===== src/rtl/sqr_ctrl.sv =====
// Squaring controller: drives a shared external shift-add multiplier with xr*xr.
// Optional macro SQR_TRIVIAL_BYPASS_EN: operands 0 and 1 complete without the multiplier.
module sqr_ctrl (
  input  logic        clk_i,
  input  logic        rst_i,
  input  logic [7:0]  x,
  input  logic        start_i,
  output logic [7:0]  mul_a,
  output logic [7:0]  mul_b,
  output logic        mul_start_i,
  input  logic        mul_busy_o,
  input  logic [15:0] mul_y_bo,
  output logic        busy_o,
  output logic [15:0] y_bo
);

  typedef enum logic [2:0] {
    S_IDLE      = 3'd0,
    S_REQ       = 3'd1,
    S_WAIT_ACK  = 3'd2,
    S_WAIT_DONE = 3'd3,
    S_BYPASS    = 3'd4
  } state_e;

  state_e      state_q, state_d;
  logic [7:0]  xr_q, xr_d;
  logic        mul_start_q, mul_start_d;
  logic        busy_q, busy_d;
  logic [15:0] y_q, y_d;

  // State and output registers; reset abandons any operation in flight.
  always_ff @(posedge clk_i or posedge rst_i) begin
    if (rst_i) begin
      state_q     <= S_IDLE;
      xr_q        <= 8'd0;
      mul_start_q <= 1'b0;
      busy_q      <= 1'b0;
      y_q         <= 16'd0;
    end else begin
      state_q     <= state_d;
      xr_q        <= xr_d;
      mul_start_q <= mul_start_d;
      busy_q      <= busy_d;
      y_q         <= y_d;
    end
  end

  // Next-state and next-output logic.
  always_comb begin
    state_d     = state_q;
    xr_d        = xr_q;
    mul_start_d = 1'b0;
    busy_d      = busy_q;
    y_d         = y_q;

    case (state_q)
      S_IDLE: begin
        if (start_i) begin
`ifdef SQR_TRIVIAL_BYPASS_EN
          // Trivial operands never touch the multiplier, so its busy flag is irrelevant.
          if (x <= 8'd1) begin
            xr_d    = x;
            busy_d  = 1'b1;
            state_d = S_BYPASS;
          end else if (!mul_busy_o) begin
            xr_d        = x;
            mul_start_d = 1'b1;
            busy_d      = 1'b1;
            state_d     = S_REQ;
          end else begin
            state_d = S_IDLE;
          end
`else
          if (!mul_busy_o) begin
            xr_d        = x;
            mul_start_d = 1'b1;
            busy_d      = 1'b1;
            state_d     = S_REQ;
          end else begin
            state_d = S_IDLE;
          end
`endif
        end else begin
          state_d = S_IDLE;
        end
      end

      S_REQ: begin
        state_d = S_WAIT_ACK;
      end

      S_WAIT_ACK: begin
        if (mul_busy_o) begin
          state_d = S_WAIT_DONE;
        end else begin
          state_d = S_WAIT_ACK;
        end
      end

      S_WAIT_DONE: begin
        if (!mul_busy_o) begin
          y_d     = mul_y_bo;
          busy_d  = 1'b0;
          state_d = S_IDLE;
        end else begin
          state_d = S_WAIT_DONE;
        end
      end

      S_BYPASS: begin
        y_d     = {8'd0, xr_q};
        busy_d  = 1'b0;
        state_d = S_IDLE;
      end

      default: begin
        busy_d  = 1'b0;
        state_d = S_IDLE;
      end
    endcase
  end

  // Both multiplier operands are the latched value, held until the next accept.
  assign mul_a       = xr_q;
  assign mul_b       = xr_q;
  assign mul_start_i = mul_start_q;
  assign busy_o      = busy_q;
  assign y_bo        = y_q;

endmodule


===== config.mk =====
export PLATFORM = sky130hd
export DESIGN_NAME = sqr_ctrl
export DESIGN_NICKNAME = d
export VERILOG_FILES = /design/src/rtl/sqr_ctrl.sv
export SDC_FILE = /design/constraint.sdc
export NUM_CORES = 1
export LEC_CHECK = 0
export ABC_CLOCK_PERIOD_IN_PS = 1750
export CORE_UTILIZATION = 39
export CTS_CLUSTER_SIZE = 40
export DETAILED_ROUTE_END_ITERATION = 10
export PLACE_DENSITY = 0.78
export SYNTH_ARGS = -nofsm -noshare
export SYNTH_HDL_FRONTEND = slang
export SYNTH_SLANG_ARGS = --single-unit
export TNS_END_PERCENT = 1

===== constraint.sdc =====
create_clock -name clk_i -period 1.75 [get_ports clk_i]
set_clock_uncertainty 0.15 [all_clocks]
set_input_delay 0.35 -clock clk_i [delete_from_list [all_inputs] [get_ports clk_i]]
set_output_delay 0.35 -clock clk_i [all_outputs]
set_load 0.02 [all_outputs]

### Word-level counts from Yosys, hierarchy flattened

Index checks and enable logic that the tools add are counted.

| word-level totals | value |
|---|---|
| word-level logic and storage cells | 34 |
| bits in registers | 29 |
| input port bits | 28 |
| output and inout port bits | 34 |

| operators by class | value |
|---|---|
| eq/ne operators | 7 |
| muxes and demuxes | 14 |
| bitwise logic cells | 2 |
| reduce and logical (&&, ||, !) cells | 6 |

Operator list:

| cell | count |
|---|---|
| $pmux W16 S2 | 1 |
| $mux W16 | 1 |
| $pmux W3 S4 | 1 |
| $mux W1 | 8 |
| $eq A3 B2 Y1 const B | 2 |
| $ne A2 B2 Y1 const B | 3 |
| $reduce_and A4 Y1 | 1 |
| $eq A3 B1 Y1 const B | 1 |
| $eq A3 B3 Y1 const B | 1 |
| $logic_not A3 Y1 | 1 |
| $mux W3 | 1 |
| $pmux W1 S3 | 1 |
| $reduce_and A3 Y1 | 1 |
| $mux W2 | 1 |
| $not A1 Y1 | 2 |
| $reduce_and A2 Y1 | 1 |
| $reduce_bool A2 Y1 | 1 |
| $reduce_or A2 Y1 | 1 |

### Depth between registers and ports, before layout

Gate-level depths: netlist of the first run.

| logic depth | value |
|---|---|
| word-level depth | 4 |
| gate-level depth with buffers | 5 |
| mapped depth without buffers | 5 |

### Worst setup path before layout of the first run

Ideal clock, no wire load.

| timing | value |
|---|---|
| path type | reg2reg |
| from | register state_q[0] |
| to | register y_q[0], in the netlist y_bo[0] |
| slack | 176 ps |
| path buffers | 2 |
| stages on the path, launching flop included | 6 |
| clock period less this slack | 1,574 ps |
| data required time | 1,475 ps |
| library setup time | 125 ps |
| data arrival time | 1,299 ps |
| path through | dfrtp_1 -> ha_1 -> nor2b_2 -> buf_6 -> buf_12 -> mux2_4 |

| on the way | value |
|---|---|
| word-level cells in the longest chain between the ends | 3 |
| elaborated cells between the ends (all ways) | 6 |
| those cells by class | eq/ne: 3; mux: 1; reduce/logical: 2 |

Ends and longest elaborated chain:

| element | RTL line | RTL |
|---|---|---|
| from (decl) | 25 | `state_e state_q, state_d;` |
| from (signal assigned) | 40 | `state_q <= state_d;` |
| $eq A3 B2 Y1 or $eq A3 B3 Y1 (tied branches) | 56 | `case (state_q)` |
| $ne A2 B2 Y1 (no line) or $reduce_bool A2 Y1 (tied branches) | n/a |  |
| $reduce_and A2 Y1 (no line) | n/a |  |
| to (signal assigned) | 44 | `y_q <= y_d;` |
| to (decl) | 29 | `logic [15:0] y_q, y_d;` |

Several ways; a longest one is shown, not always the timed one.
A chain may end at the register's enable or synchronous reset.

### Worst setup path in the final report of the first run

| timing | value |
|---|---|
| from | register state_q[1] |
| to | register y_q[9], in the netlist y_bo[9] |

The elaborated chain is that of the path after synthesis.

==> reports/qor.yml, run 1 <==
finish:
  drive_gt1_share_pct: 25.5
  layout.nets: 174
  multi_input_area_um2: 415
  areaGrowthSynthToFinish_pct: 52.4
  ff_latch_area_um2: 701
  fill_cells: 255
  finalNonFillerCells: 185
  antennaDiodeCount: 0
  final_area_um2: 1880
sta:
  fin_ws_ps: 78.1
  tightest_slew_ps: 352
  relSlewSlack_pct: 76.5
  period_share_pct: 95.5
  rsz0062_at_grt: "no"
  hold_viol_final: 0
  clock.fmax_mhz: 598
  period_minus_slack_ps: 1670
  drv_slew: 0
  setup_viol: 0
  setup-tns-final_ps: 0
synthesis:
  synth.most_common_cell: "dfrtp_1"
  syn_inst: 81
  synth_nets: 113
  synth_area_leaders: "dfrtp_1, mux2_2, mux2_4"
  ys_seq_area_share_pct: 56.8
  yosys_warnings: 0
  synth_ff_type: "dfrtp_1"
  ys_top_cells_by_count: "dfrtp_1, mux2_2, mux2_4"
  yosys.area.top_type: "dfrtp_1"
  ys_ff_latch: 28
  syn_avg_cell_area_um2: 15.2
  ys_types: 15
  synth_edf_count: 0
  async_reset_ff_share_pct: 100
  yosysTopAreaCellShare_pct: 56.8
  netlist_area_um2: 1230
placement:
  dp.cells: 181
  port_buffers: 61
  place_ws_ps: -116
  dp_hpwl_mm: 1.81
  place_area_um2: 1870
  gp_congestion: 0.779
floorplan:
  die_h_um: 58.2
  num_rows: 20
  die_x_um: 58.2
  io_pins: 62
  fp.dieArea_um2: 3390
  core_area_um2: 3030
  start_util_pct: 40.7
worst_hold_path:
  min_path_type: "in -> async"
power_and_ir_drop:
  power_mw: 3.29
  internal-power_mw: 2.05
  switching_power_mw: 1.24
  clockPowerShare_pct: 12.6
  irDropWorstVdd_uv: 802
  power_frac_comb_pct: 52.5
  power_leakage_nw: 0.908
  p_seq_share_pct: 34.9
  p_per_area_nw_per_um2: 1750
  swShare_pct: 37.7
clock_tree:
  cts_tree: "yes"
  clk_pin_slew_ps: 150
  clockBufferDepth: 2
  cts_buffers: 3
  cts_sinks: 28
  htree_levels: 1
  ctsHoldBuffers: 0
  root_buffer: "clkbuf_4"
  clock_latency_ps: 310
global_routing:
  grt_first_pass_wirelength_mm: 3.98
  first_global_vias: 882
  grt_overflow: 0
  grt_max_degree: 29
  grt_usage_pct: 15.7
  antenna_found_initial: 0
routing:
  postRouteAntennaNets: 0
  drc: 0
  firstDrtPassIters: 4
  drt_iter0_drc: 7
  routedWlPerCell_um: 12.7
  viasPerCell: 4.51
  wirelength_mm: 2.34
  vias: 835
critical_path:
  cp-end-kind: "flip-flop"
  crit_required_ps: 1820
  critPathLaunchType: "flip-flop"
  crit_arrival_ps: 1740
  reg2reg_depth: 4
  path_max_fanout: 11
  critPathKind: "reg -> reg"
run_status:
  status: "finished, final reports clean"
flow_run:
  drv_cap: 0
through the flow:
stage / util [%] / hold slack (ps)
final: 62.1 / 232
after global routing: 62.1 / 248
after CTS: 62.1 / 231
after detailed placement: 61.8 / 340
after global placement: 61.8 / 340
after floorplan: - / 265
power groups by stage:
stage	clock (mW)	sequential [mW]	combinational, mW
after floorplan	0	1.52	0.836
after global placement	0	1.16	1.98
after detailed placement	0	1.18	2.02
after CTS	0.434	1.16	1.75
after global routing	0.463	1.20	1.86
final	0.416	1.15	1.72
kinds of logic after synthesis:
| logic type | synth area share (%) |
|---|---|
| AO/OA/AOI/OAI | 2.43 |
| adder cells (fa/ha/maj) | 4.06 |
| multiplexers | 24.9 |
| AND/OR/NAND/NOR | 2.23 |
| flip-flops | 56.8 |
| buffers and inverters | 9.53 |
critical path, stage by stage, from the launching register on:
cell and delay, ps:
dfrtp_1 410, ha_1 230, nor2b_2 270, buf_12 180, mux2_2 340
per-layer routing:
metal,vias to the layer above,wire [µm],global-route usage [%]
li1,380,-,-
met1,401,973,18.2
met2,52,1120,27.8
met3,2,232,4.46
met4,0,21,5.10
met5,-,0,0
timing repair:
action | CTS | global route
buffers inserted | 0 | 0
gates resized for setup | 34 | 0
endpoints found under the setup margin | 34 | 0
layout by cell type, fill, tap and decap left out:
cell | Yosys | final
a21oi_1 | 1 | 1
bufinv_16 | 0 | 1
a211o_2 | 1 | 1
dfrtp_1 | 28 | 28
mux2_2 | 14 | 14
clkdlybuf4s50_1 | 0 | 27
buf_4 | 9 | 4
nand2_1 | 1 | 1
nor3b_1 | 1 | 1
inv_1 | 5 | 5
nor2b_2 | 1 | 1
clkbuf_4 | 0 | 3
o21ai_0 | 3 | 3
buf_12 | 1 | 2
ha_1 | 4 | 4
dlygate4sd2_1 | 0 | 34
nand3b_1 | 1 | 1
mux2_4 | 10 | 10
registers in the layout (all words and copies together) (netlist names):
signal       flops
y_bo            16
mul_a            8
state_q          2
busy_o           1
mul_start_i      1
final timing paths:
kind                            start  endpoint  slack [ps]
setup / recovery           state_q[1]   y_bo[9]          80
min in group clk_i           y_bo[11]  y_bo[11]         370
setup reg to reg           state_q[1]   y_bo[9]          80
max in group asynchronous       rst_i    busy_o         950
hold / removal                  rst_i  mul_a[5]         230
hold reg to reg              y_bo[11]  y_bo[11]         370
final cells by class:
type / count / area share (%)
clock buffers: 3 / 1.20
clock inverters: 1 / 1.60
inverters: 5 / 0.998
multi-input cells: 37 / 22.1
flip-flops and latches: 28 / 37.3
well taps: 44 / 2.93
repair buffers: 67 / 33.9
Note: power is estimated with default switching activity, not from simulation.
==> inputs of run 2 (changes only) <==
--- a/config.mk
+++ b/config.mk
@@ -6,10 +6,13 @@
 export NUM_CORES = 1
 export LEC_CHECK = 0
 export ABC_CLOCK_PERIOD_IN_PS = 1750
-export CORE_UTILIZATION = 39
+export CORE_ASPECT_RATIO = 0.9
+export CORE_UTILIZATION = 60
+export CTS_CLUSTER_DIAMETER = 200
 export CTS_CLUSTER_SIZE = 40
 export DETAILED_ROUTE_END_ITERATION = 10
-export PLACE_DENSITY = 0.78
+export DONT_BUFFER_PORTS = 1
+export PLACE_DENSITY = 0.76
 export SYNTH_ARGS = -nofsm -noshare
 export SYNTH_HDL_FRONTEND = slang
 export SYNTH_SLANG_ARGS = --single-unit
==> run 2 against run 1 <==
Effect of this change: sequential power is 47% higher; cell count down 34%; critical path depth stayed put; combinational power is 61% lower; first-iteration DRC count is 71% lower; register-to-register slack better by 70 ps; non-clock buffer count decreased by 43; power decreased by 19%; die area decreased by 34%; highest routed layer unchanged.
==> reports/qor.yml, run 2 (synthesis results as in run 1) <==
finish:
  final_area_um2: 1440  # -23%
  layout_common_cells: "dfrtp_1, dlygate4sd3_1, mux2_2"
  drive_gt1_share_pct: 35.7  # +10 points
  final_common_cell: "dfrtp_1"
  areaGrowthSynthToFinish_pct: 16.9
  layout.nets: 131  # -25%
  antennaDiodeCount: 0  # unchanged
  largest_reg_flops: 16  # unchanged
sta:
  setup_viol: 0  # unchanged
  relSlewSlack_pct: 74.2  # -2.4 points
  rsz0062_at_grt: "no"
  drv_slew: 0  # unchanged
  tightest_slew_ps: 387  # +35.6 ps
  period_share_pct: 91.6  # -3.9 points
  hold_viol_final: 0  # unchanged
  clock.fmax_mhz: 624  # +4.3%
  period_minus_slack_ps: 1600  # -68.6 ps
  setup-tns-final_ps: 0  # unchanged
clock_tree:
  clockBufferDepth: 2  # unchanged
  cts_buffers: 3  # unchanged
  root_buffer: "clkbuf_4"
  cts_sinks: 28  # unchanged
  clock_latency_ps: 310  # about the same
  htree_levels: 1  # unchanged
  cts.repair.resized: 0  # -100%
  clk_pin_slew_ps: 140  # about the same
  cts_tree: "yes"
routing:
  postRouteAntennaNets: 0  # unchanged
  drt_iter0_drc: 2  # -5
  firstDrtPassIters: 2  # -2
  routed.top_layer: "met4"
  drc: 0  # unchanged
  wl_met3_um: 132  # -43%
  wl_met2_um: 968  # -13%
  wirelength_mm: 1.85  # -21%
  vias: 648  # -22%
  routedWlPerCell_um: 15.0  # +18%
  viasPerCell: 5.27  # +17%
  met1_length_um: 733  # -25%
critical_path:
  worstSetupStartpoint: "state_q[0]"
  critical-path-top-delay-family: "flip-flops"
  slowest_stage: "dfrtp_1"
  reg2reg_depth: 4  # unchanged
  worst-path-stages: 4  # unchanged
  r2r_slack_ps: 150  # +70 ps
  critPathKind: "reg -> reg"
  crit_required_ps: 1820  # about the same
  path_buf_inv: 1  # unchanged
  path_max_fanout: 16  # +5
  slowest_delay_ps: 410  # about the same
  critPathLaunchType: "flip-flop"
  crit_arrival_ps: 1670  # -70 ps
  cp-end-kind: "flip-flop"
  r2r_start: "state_q[0]"
  r2r-end: "y_bo[11]"
  crit_chain: "ha_1, nor2b_2, buf_12, mux2_2"
  critPathCapture: "y_bo[11]"
floorplan:
  io_pins: 62  # unchanged
  fp.dieArea_um2: 2240  # -34%
  die_x_um: 49.8  # -15%
  die_h_um: 45.0  # -23%
  num_rows: 15  # -25%
  start_util_pct: 63.8  # +23 points
  core_area_um2: 1930  # -36%
global_routing:
  grt_overflow: 0  # unchanged
  grt_first_pass_wirelength_mm: 2.68  # -33%
  grt_usage_pct: 16.9  # +1.2 points
  antenna_found_initial: 0  # unchanged
  first_global_vias: 593  # -33%
  grt_max_degree: 29  # unchanged
run_status:
  status: "finished, final reports clean"
placement:
  place_area_um2: 1200  # -36%
  gp_congestion: 0.666  # -15%
  dp_hpwl_mm: 1.15  # -36%
  port_buffers: 0  # -100%
power_and_ir_drop:
  p_per_area_nw_per_um2: 1850  # +5.7%
  irDropWorstVdd_uv: 972  # +21%
  power_mw: 2.67  # -19%
  power_leakage_nw: 0.669  # -26%
worst_hold_path:
  min_path_type: "in -> reg"
flow_run:
  drv_cap: 0  # unchanged
run 2: changes by cell type in the layout (fill, tap and decap cells not counted), sizes merged:
cell and delta:
buf -1, clkdlybuf4s50 -27, dlygate4sd2 -34, dlygate4sd3 +19
bufinv -1, clkbuf +1
run 2: per-layer routing:
layer | track usage, % | vias to the layer above
li1 | - | 296
met1 | 20.7 | 314
met2 | 28.6 | 36
met3 | 4.38 | 2
met4 | 7.43 | 0
met5 | 0 | -
run 2: timing repair:
item | in CTS | in global routing
endpoints found under the setup margin | 0 | 8
hold buffers | 2 | 17
endpoints found under the hold margin | 29 | 17
setup buffers | 0 | 2
run 2: worst min path at each step:
stage,from,endpoint,slack [ps],cells after the start
2_1_floorplan,rst_i,busy_o,270,1
3_3_place_gp,rst_i,y_bo[0],170,2
3_5_place_dp,rst_i,mul_a[6],180,2
4_1_cts,mul_busy_o,state_q[0],3,2
5_1_grt,x[3],mul_a[3],0.5,1
6_report,x[5],mul_a[5],30,1
run 2: layout make-up:
class	instances	area [µm²]
Clock buffer	4	36.3
Fill cell	136	490
Inverter	5	18.8
Multi-Input combinational cell	37	415
Sequential cell	28	701
Tap cell	25	31.3
Timing Repair Buffer	24	240
run 2: power by group:
group	switching (mW)	internal (mW)
logic	0.217	0.459
registers	0.733	0.960
clock network	0.170	0.127
total	1.12	1.55
run 2: through the flow:
step | worst slack (ps) | hold slack, ps | util [%] | instances
floorplan | 176 | 265 | - | 81
global placement | 151 | 169 | 62.1 | 98
detailed placement | 72.5 | 178 | 62.1 | 98
CTS | 70.3 | 3.21 | 65.0 | 104
global route | 63.0 | 0.476 | 74.6 | 123
finish | 147 | 27.2 | 74.6 | 123
